### src/rtl/accu_sum_fifo.sv
// accu_sum_fifo: buffers 10-bit accumulator sums and hands them to a consumer
// over a valid/ready handshake. Holds up to DEPTH entries. A sum that arrives
// while the FIFO is full and nothing is leaving is dropped, and the sticky
// overflow flag records the loss.
// Optional build macro: ACCU_AVG_EN. When it is defined, data_out presents
// the head sum divided by 8 (truncated mean). Storage keeps the full sum.
module accu_sum_fifo #(
    parameter int DATA_W = 10,
    parameter int DEPTH  = 4,
    parameter int ADDR_W = 2
) (
    input  logic              clk,
    input  logic              rst,
    input  logic              valid_in,
    input  logic [DATA_W-1:0] data_in,
    input  logic              ready_in,
    output logic              valid_out,
    output logic [DATA_W-1:0] data_out,
    output logic [ADDR_W:0]   count,
    output logic              full,
    output logic              empty,
    output logic              overflow,
    input  logic              clr_ovf
);

    logic [DATA_W-1:0] mem_q [DEPTH];
    logic [ADDR_W-1:0] wr_ptr_q, wr_ptr_d;
    logic [ADDR_W-1:0] rd_ptr_q, rd_ptr_d;
    logic [ADDR_W:0]   count_q, count_d;
    logic [DATA_W-1:0] data_out_q, data_out_d;
    logic              overflow_q, overflow_d;
    logic [DATA_W-1:0] head_next;
    logic              push, pop, full_w, empty_w, none_left;

    assign full_w  = (count_q == (ADDR_W+1)'(DEPTH));
    assign empty_w = (count_q == '0);

    // Handshake decode, pointer/count/flag updates and next registered head.
    always_comb begin
        pop        = ~empty_w & ready_in;
        push       = valid_in & (~full_w | pop);
        wr_ptr_d   = wr_ptr_q;
        rd_ptr_d   = rd_ptr_q;
        count_d    = count_q;
        overflow_d = overflow_q;
        head_next  = '0;
        data_out_d = '0;

        if (push) wr_ptr_d = wr_ptr_q + ADDR_W'(1);
        if (pop)  rd_ptr_d = rd_ptr_q + ADDR_W'(1);

        if (push && !pop)      count_d = count_q + (ADDR_W+1)'(1);
        else if (pop && !push) count_d = count_q - (ADDR_W+1)'(1);

        // A drop on the same edge as a clear must leave the flag set.
        if (clr_ovf)                   overflow_d = 1'b0;
        if (valid_in && !push)         overflow_d = 1'b1;

        // If no stored entry survives this edge, the new head (if any) is the
        // word being written now, so take it straight from data_in; the
        // memory location will not hold it until after the edge.
        none_left = empty_w || (pop && count_q == (ADDR_W+1)'(1));
        if (none_left) head_next = data_in;
        else           head_next = mem_q[rd_ptr_d];

        if (count_d != '0) begin
`ifdef ACCU_AVG_EN
            data_out_d = {3'b000, head_next[DATA_W-1:3]};
`else
            data_out_d = head_next;
`endif
        end
    end

    // Storage array: written on accepted pushes only, never reset.
    always_ff @(posedge clk) begin
        if (push) mem_q[wr_ptr_q] <= data_in;
    end

    // Control state and registered output word, cleared asynchronously.
    always_ff @(posedge clk or posedge rst) begin
        if (rst) begin
            wr_ptr_q   <= '0;
            rd_ptr_q   <= '0;
            count_q    <= '0;
            overflow_q <= 1'b0;
            data_out_q <= '0;
        end else begin
            wr_ptr_q   <= wr_ptr_d;
            rd_ptr_q   <= rd_ptr_d;
            count_q    <= count_d;
            overflow_q <= overflow_d;
            data_out_q <= data_out_d;
        end
    end

    assign valid_out = ~empty_w;
    assign data_out  = data_out_q;
    assign count     = count_q;
    assign full      = full_w;
    assign empty     = empty_w;
    assign overflow  = overflow_q;

endmodule

### config.mk
export PLATFORM = sky130hd
export DESIGN_NAME = accu_sum_fifo
export DESIGN_NICKNAME = d
export VERILOG_FILES = /design/src/rtl/accu_sum_fifo.sv
export SDC_FILE = /design/constraint.sdc
export NUM_CORES = 1
export LEC_CHECK = 0
export BUFFER_PORTS_ARGS = -buffer_cell sky130_fd_sc_hd__clkbuf_2
export CAP_MARGIN = 20
export CORE_UTILIZATION = 45
export DETAILED_ROUTE_END_ITERATION = 8
export PLACE_DENSITY = 0.73
export SYNTH_ARGS = -nofsm -noshare
export SYNTH_HDL_FRONTEND = slang
export SYNTH_SLANG_ARGS = --single-unit
### constraint.sdc
create_clock -name clk -period 1.8 [get_ports clk]
set_input_delay 0.27 -clock clk [delete_from_list [all_inputs] [get_ports clk]]
set_output_delay 0.27 -clock clk [all_outputs]
set_load 0.02 [all_outputs]
==> results by group, run 1 <==
Timing
  – Min Hold Slack: 108 ps
  – Setup violators final: 16
  – Unrepaired setup endpoints after global routing: true
  – Final critical-path required period: 1910 ps
  – Final Hold Viols: 0
  – Final period utilization: 106%
  – Final-layout setup total negative slack: -932 ps
  – Max-Slew Margin vs Limit: 80.5%
  – Worst clock skew: 9.16 ps
  – Minimum setup slack in the final design: -113 ps
  – Max-slew violation count: 0
  – Worst-margin pin slew: 290 ps
  – Max Clock Freq: 523 MHz

Routing
  – Iteration-0 DRC Markers: 198
  – Total number of vias: 2,325
  – Wire length per cell: 17.9 µm
  – Detailed-routing iteration count for the pre-antenna-repair pass: 6
  – Number of remaining DRC errors: 6
  – Detail Route Antenna Nets: 0
  – Ratio of routed vias to standard cells: 5.78
  – Wirelength, routed: slightly above 7000 µm

Layout
  – Fraction of final layout cells with drive strength greater than 1: 39.4%
  – Final layout net count: 343
  – Filler-free cell count of the finished design: approximately 400
  – Area growth syn-to-layout: 27.6%
  – ANT cells: 0

Worst setup path
  – Type of the setup path with the least slack: flip-flop to flip-flop
  – Worst Reg-to-Reg Cells: 8
  – Data arrival, critical path: 2140 ps
  – Setup crit end kind: flip-flop
  – Critical path's slowest cell: sky130_fd_sc_hd__dfrtp_2
  – End of the worst register-to-register path: data_out[7]
  – Startpoint of the worst-slack reg-to-reg timing path: count[0]
  – Longest individual stage delay on the worst path: 450 ps
  – Cell Chain, Critical Path: inv_4, ha_4, or3b_4, a21oi_2, o21ai_2, a21oi_4, clkbuf_16, a21oi_2
  – Last element of the critical path: data_out[7]
  – Most Frequent Cell on Critical Path: sky130_fd_sc_hd__a21oi_2
  – Peak fanout along the critical path: 5
  – Category of the worst setup path launch point: flip-flop
  – Setup slack on the worst flop-to-flop path: -110 ps
  – Required time at the worst-slack endpoint: 2030 ps
  – Timing startpoint of the critical path: count[0]

Synth
  – Ranking of synthesized cells by instance count: 40 x sky130_fd_sc_hd__edfxtp_1, 33 x sky130_fd_sc_hd__a21oi_1, 20 x sky130_fd_sc_hd__nor3_1
  – Library cell occupying the most area in the post-synthesis netlist: sky130_fd_sc_hd__edfxtp_1
  – Main combinational cell family by area after synthesis: compound AO/OA/AOI/OAI gates
  – Parity-gate share of the synthesized area counting xor and xnor cells: 1.43%
  – Fraction of synthesized area in multiplexers: 6.27%
  – Dominant cell by count in the synthesized netlist: sky130_fd_sc_hd__edfxtp_1
  – Unique cell type count in the Yosys netlist: 40
  – Number of nets produced by synthesis: 284
  – Syn Std Cell Area: 3060 µm²
  – Synthesized instance count: 261
  – Area fraction of the dominant cell type after synthesis: 39.3%
  – Arithmetic-cell share of the synthesized area counting full adders, half adders and majority gates: around 3.3%
  – Post-synthesis compound-gate area fraction: 15.6%
  – Part of the Yosys area used for sequential elements: 54.1%
  – Syn_area_per_cell: 11.7 µm²
  – Predominant post-synthesis flop cell: sky130_fd_sc_hd__edfxtp_1
  – Post-synth EDFFs: 40
  – Yosys warning total: 0
  – Area share of and/or/nand/nor cells after synthesis: about 14%
  – Post-synthesis async set-or-reset flop share: 31.0%
  – Number of synthesized register bits: just under 60
  – Cell types with the largest area share after synthesis: sky130_fd_sc_hd__edfxtp_1 39%, sky130_fd_sc_hd__dfrtp_1 15%, sky130_fd_sc_hd__mux2i_1 5.9%

Floorplanning
  – Die span in x: between 80 and 90 µm
  – Row count: 29
  – Area of the placeable core: 6460 µm²
  – Starting density of the core: approximately 47%
  – Number of primary I/O pins: 32
  – Total die area: 7120 µm²
  – DIE HEIGHT: 84.4 µm

Outcome
  – Violations in the final reports: design-rule violations, negative setup slack
  – Status: finished, violations left

Clock tree
  – Cell chosen for the clock root: sky130_fd_sc_hd__clkbuf_8
  – Insertion delay to the later sink of the worst-skew pair: 350 ps
  – CTS tree: built
  – Cts bufs inserted: 9
  – Number of H-tree levels: 3
  – Clock Tree Buf Depth: 2
  – Clk sink count: 58
  – Clk pin slew, worst setup/hold paths: 70 ps

Placed design
  – Cell count after placement: 376
  – Final HPWL from detailed placement: approximately 4300 µm
  – Pre-CTS setup slack: -43.0 ps
  – Final weighted congestion in routability-driven placement: 0.740
  – # port buffers: 31

GRT
  – Wire length of the first global-routing pass: 11,100 µm
  – Global Route Usage Sum: 20.6%
  – Pin count of the biggest net entering global routing: 42
  – Antenna violations before repair: 0
  – Via count of the first global-routing pass: 2,213
  – Overflow left after global routing: 0

Job
  – Maxcap violations: 0

Pwr
  – Highest ir drop seen on vdd: slightly above 0.0009 V
  – P_leak: 1.55 nW
  – Power Density: around 1900 nW/µm²

Worst hold path
  – Type of the worst min-delay path: input port to flip-flop
  – Hold wc startpoint: clr_ovf
state kept, by name, summed over array words and instances, names as in the netlist:
name,cells
wr_ptr_q,2
mem_q,40
rd_ptr_q,2
overflow,1
data_out,10
count,3
worst max-delay path: cells and delay by family (launching register included):
family	cells	cell delay, ps
AOI/OAI and AO/OA	4	500
DFF	1	450
buffers and inverters	2	280
and+or+nand+nor	1	370
adders and majority gates	1	190
where the power goes:
group	internal [mW]	switching, mW	total, mW
clock	0.769	0.516	1.28
combinational	1.86	2.16	4.01
sequential	1.84	0.216	2.06
per-stage QoR:
stage / area [µm²] / power (mW) / utilization (%)
after floorplan: 3130 / 4.53 / -
after CTS: 3770 / 7.00 / 58.4
after global routing: 3900 / 7.80 / 60.3
after detailed placement: 3510 / 5.55 / 54.3
after global placement: 3510 / 5.49 / 54.3
final: 3900 / 7.35 / 60.3
per-layer routing:
metal	up-vias	global-route usage, %	share of wire (%)	wire (µm)
met5	-	0	0	0
met1	1131	26.8	42	2990
met3	16	5.21	6.6	473
li1	1108	-	-	-
met2	70	32.6	49	3520
met4	0	9.71	2.9	205
repair_timing:
item,4_1_cts,5_1_grt
pin swaps,5,12
buffers inserted,3,3
resized for setup,8,21
endpoints found under the hold margin,18,0
gates cloned,0,4
endpoints found under the setup margin,12,53
hold buffers,1,0
how the worst min path moves through the flow:
| stage | slack, ps | cells after the start | end |
|---|---|---|---|
| 2_1_floorplan | 210 | 1 | count[2] |
| 3_3_place_gp | 300 | 3 | overflow |
| 3_5_place_dp | 310 | 3 | wr_ptr_q[0] |
| 4_1_cts | 90 | 2 | overflow |
| 5_1_grt | 100 | 2 | overflow |
| 6_report | 110 | 2 | overflow |
area by class of cell:
type	instances	area, µm²
Clock inverter	6	81.3
Tap cell	77	96.3
Fill cell	508	2560
Timing Repair Buffer	65	507
Multi-Input combinational cell	177	1390
Clock buffer	10	128
Inverter	9	38.8
Sequential cell	58	1650
cells in the final DEF, fill, tap and decap left out, types with 6 or more instances in the layout:
cell	count
sky130_fd_sc_hd__buf_4	26
sky130_fd_sc_hd__clkbuf_8	10
sky130_fd_sc_hd__a221oi_2	10
sky130_fd_sc_hd__ha_1	6
sky130_fd_sc_hd__and3_1	8
sky130_fd_sc_hd__clkbuf_2	29
sky130_fd_sc_hd__o21ai_0	6
sky130_fd_sc_hd__or3_1	9
sky130_fd_sc_hd__dfrtp_1	16
sky130_fd_sc_hd__edfxtp_1	40
sky130_fd_sc_hd__mux2i_1	18
sky130_fd_sc_hd__a21oi_2	6
sky130_fd_sc_hd__a21oi_1	27
sky130_fd_sc_hd__a211oi_1	9
sky130_fd_sc_hd__nand2_1	11
sky130_fd_sc_hd__nor3_1	20
sky130_fd_sc_hd__and2_4	7
cells by family after synthesis:
kind of cell / count (synthesis)
AND/OR/NAND/NOR: 76
flip-flops: 58
XOR/XNOR: 5
adder cells (fa/ha/maj): 8
buffers and inverters: 29
AO/OA/AOI/OAI: 66
multiplexers: 19
No activity file was read; power rests on OpenSTA's default activity.
==> inputs of run 2 (changes only) <==
==> constraint.sdc (replaced) <==
create_clock -name clk -period 1.8 [get_ports clk]
set_input_delay 0.09 -clock clk [delete_from_list [all_inputs] [get_ports clk]]
set_output_delay 0.09 -clock clk [all_outputs]
set_load 0.02 [all_outputs]
==> run 2 against run 1 <==
Effect of this change:
- the flow still finishes with violations (design-rule violations, negative setup slack)
- largest power group unchanged
- sequential power is essentially flat
- register-to-register slack improved by 40 ps
- fmax increased by 2.2%
- first-iteration DRC count is 29% lower
- setup slack better by 42 ps
- clock power fell by 20%
- via count rose by 1.7%
==> results by group, run 2 (synthesis gave the netlist of run 1 again) <==
Outcome
  – Status: finished, violations left
  – Violations in the final reports: design-rule violations, negative setup slack

Worst hold path
  – Hold path endpoint: mem_q[2][9]
  – Depth of the worst hold-timing path: 1 (-1)
  – Type of the worst min-delay path: input port to flip-flop
  – Hold wc startpoint: data_in[9]

Timing
  – Worst clock skew: 7.23 ps (-1.93 ps)
  – Minimum setup slack in the final design: -71.3 ps (+41.8 ps)
  – Final Hold Viols: 0 (unchanged)
  – Setup violators final: 10 (-6)
  – Min Hold Slack: 22.3 ps (-85.9 ps)
  – Worst-margin pin slew: 460 ps (+170 ps)
  – Final critical-path required period: 1870 ps (-41.8 ps)
  – Unrepaired setup endpoints after global routing: true
  – Max Clock Freq: 534 MHz (+2.2%)
  – Max-slew violation count: 0 (unchanged)
  – Max-Slew Margin vs Limit: 69.3% (-11 points)
  – Final period utilization: 104% (-2.3 points)

Clock tree
  – Number of H-tree levels: 3 (unchanged)
  – Cts bufs inserted: 9 (unchanged)
  – Clk pin slew, worst setup/hold paths: 70 ps (about the same)
  – Clk sink count: 58 (unchanged)
  – Cell chosen for the clock root: sky130_fd_sc_hd__clkbuf_8
  – Insertion delay to the later sink of the worst-skew pair: 350 ps (about the same)
  – Clock Tree Buf Depth: 2 (unchanged)
  – CTS tree: built

Floorplanning
  – Number of primary I/O pins: 32 (unchanged)
  – Die span in x: 84.4 µm (unchanged)
  – Starting density of the core: 47.3% (unchanged)
  – DIE HEIGHT: 84.4 µm (unchanged)
  – Total die area: 7120 µm² (unchanged)
  – Area of the placeable core: 6460 µm² (unchanged)
  – Row count: 29 (unchanged)

Routing
  – Number of remaining DRC errors: 6 (unchanged)
  – Ratio of routed vias to standard cells: 5.70 (-1.5%)
  – Detailed-routing iteration count for the pre-antenna-repair pass: 6 (unchanged)
  – Detail Route Antenna Nets: 0 (unchanged)
  – Total number of vias: 2,365 (+1.7%)
  – Wire length per cell: 16.9 µm (-5.3%)
  – Wirelength, routed: 7020 µm (-2.3%)
  – Iteration-0 DRC Markers: 141 (-29%)

Layout
  – Top reg by flops: mem_q
  – Commonest non-fill, non-tap cell in the layout: sky130_fd_sc_hd__edfxtp_1
  – Area growth syn-to-layout: 29.3%
  – Top library cells by usage in the layout, fill and taps aside: 40 x sky130_fd_sc_hd__edfxtp_1, 31 x sky130_fd_sc_hd__clkbuf_2, 30 x sky130_fd_sc_hd__buf_4, 26 x sky130_fd_sc_hd__a21oi_1, 20 x sky130_fd_sc_hd__nor3_1
  – Number of flip-flops under the largest register name: 40 (unchanged)
  – Filler-free cell count of the finished design: 415 (+3.2%)
  – Flip-flop and latch area: 1650 µm² (unchanged)
  – Area taken by multi-input logic gates: 1340 µm² (-4.0%)
  – Final layout net count: 356 (+3.8%)
  – ANT cells: 0 (unchanged)
  – Fraction of final layout cells with drive strength greater than 1: 37.6% (-1.8 points)
  – Count of fill cells added during filler insertion: 526 (+3.5%)

GRT
  – Global Route Usage Sum: 20.9% (+0.28 points)
  – Antenna violations before repair: 0 (unchanged)
  – Pin count of the biggest net entering global routing: 30 (-29%)
  – Via count of the first global-routing pass: 2,334 (+5.5%)
  – Overflow left after global routing: 0 (unchanged)
  – Wire length of the first global-routing pass: 11,200 µm (+0.88%)

Worst setup path
  – Category of the worst setup path launch point: flip-flop
  – Longest individual stage delay on the worst path: 420 ps (-30 ps)
  – Peak fanout along the critical path: 8 (+3)
  – Setup crit end kind: flip-flop
  – Type of the setup path with the least slack: flip-flop to flip-flop
  – Most Frequent Cell on Critical Path: sky130_fd_sc_hd__a21oi_1
  – Cell Chain, Critical Path: inv_4, ha_4, nand2b_4, buf_6, a221oi_2, a21oi_1, or3_1, a21oi_1
  – Critical path's slowest cell: sky130_fd_sc_hd__dfrtp_2
  – Data arrival, critical path: 2150 ps (about the same)
  – Startpoint of the worst-slack reg-to-reg timing path: count[1]
  – Setup slack on the worst flop-to-flop path: -70 ps (+40 ps)
  – End of the worst register-to-register path: data_out[5]
  – Required time at the worst-slack endpoint: 2080 ps (+50 ps)
  – Worst Reg-to-Reg Cells: 8 (unchanged)

Placed design
  – Final HPWL from detailed placement: 4510 µm (+4.6%)
  – Cell count after placement: 379 (+0.80%)
  – Final weighted congestion in routability-driven placement: 0.793 (+7.1%)
  – # port buffers: 31 (unchanged)

Pwr
  – Power Density: 1780 nW/µm² (-5.4%)
  – P_leak: 1.60 nW (+2.7%)
  – Highest ir drop seen on vdd: 0.000865 V (-5.3%)

Job
  – Maxcap violations: 0 (unchanged)
[run 2: area by class of cell]
| type | count | share of cell area, % |
|---|---|---|
| Tap cell | 77 | 2.44 |
| Multi-Input combinational cell | 174 | 33.8 |
| Sequential cell | 58 | 41.9 |
| Timing Repair Buffer | 81 | 16.9 |
| Clock buffer | 12 | 3.42 |
| Inverter | 9 | 0.982 |
| Clock inverter | 4 | 0.570 |
[run 2: power by group]
group	internal [mW]	switching [mW]
Sequential	1.84	0.206
Clock	0.493	0.526
Combinational	1.89	2.09
[run 2: how the worst max path moves through the flow]
stage              from          end  slack [ps]  cells after the start
2_1_floorplan  count[1]  data_out[3]         -40                      9
3_3_place_gp   count[0]  data_out[7]         -20                      8
3_5_place_dp   count[0]  data_out[5]         -80                      8
4_1_cts        count[0]  data_out[5]         -40                      8
5_1_grt        count[0]  data_out[0]        -140                      8
6_report       count[1]  data_out[5]         -70                      8
[run 2: metal layers]
layer	wire length (µm)	GRT usage (%)	up-vias
li1	-	-	1137
met1	3050	25.8	1152
met2	3430	33.3	60
met3	360	5.51	16
met4	185	12.0	0
met5	0	0	-
[run 2: stage by stage]
stage / power (mW) / setup TNS [ps] / setup slack, ps / utilization, % / instance area [µm²]
global route: 7.50 / -1160 / -138 / 61.2 / 3950
global placement: 5.59 / -45.4 / -18.7 / 55.0 / 3550
floorplan: 4.53 / -248 / -35.4 / - / 3130
CTS: 6.84 / -222 / -42.6 / 59.7 / 3860
detailed placement: 5.68 / -384 / -75.3 / 55.0 / 3550
finish: 7.05 / -287 / -71.3 / 61.2 / 3950
[run 2: timing repair]
action / 4_1_cts / 5_1_grt
hold buffers: 11 / 0
setup buffers: 2 / 6
pin swaps: 6 / 7
endpoints found under the setup margin: 10 / 40
gates cloned: 0 / 1
endpoints found under the hold margin: 46 / 0
gates resized for setup: 6 / 8
[run 2: critical path, delay by kind of cell, from the launching register on]
family	cells	cell delay, ps
fa+ha+maj	1	220
compound gates	3	470
simple gates	2	440
buf+inv	2	240
flops	1	420
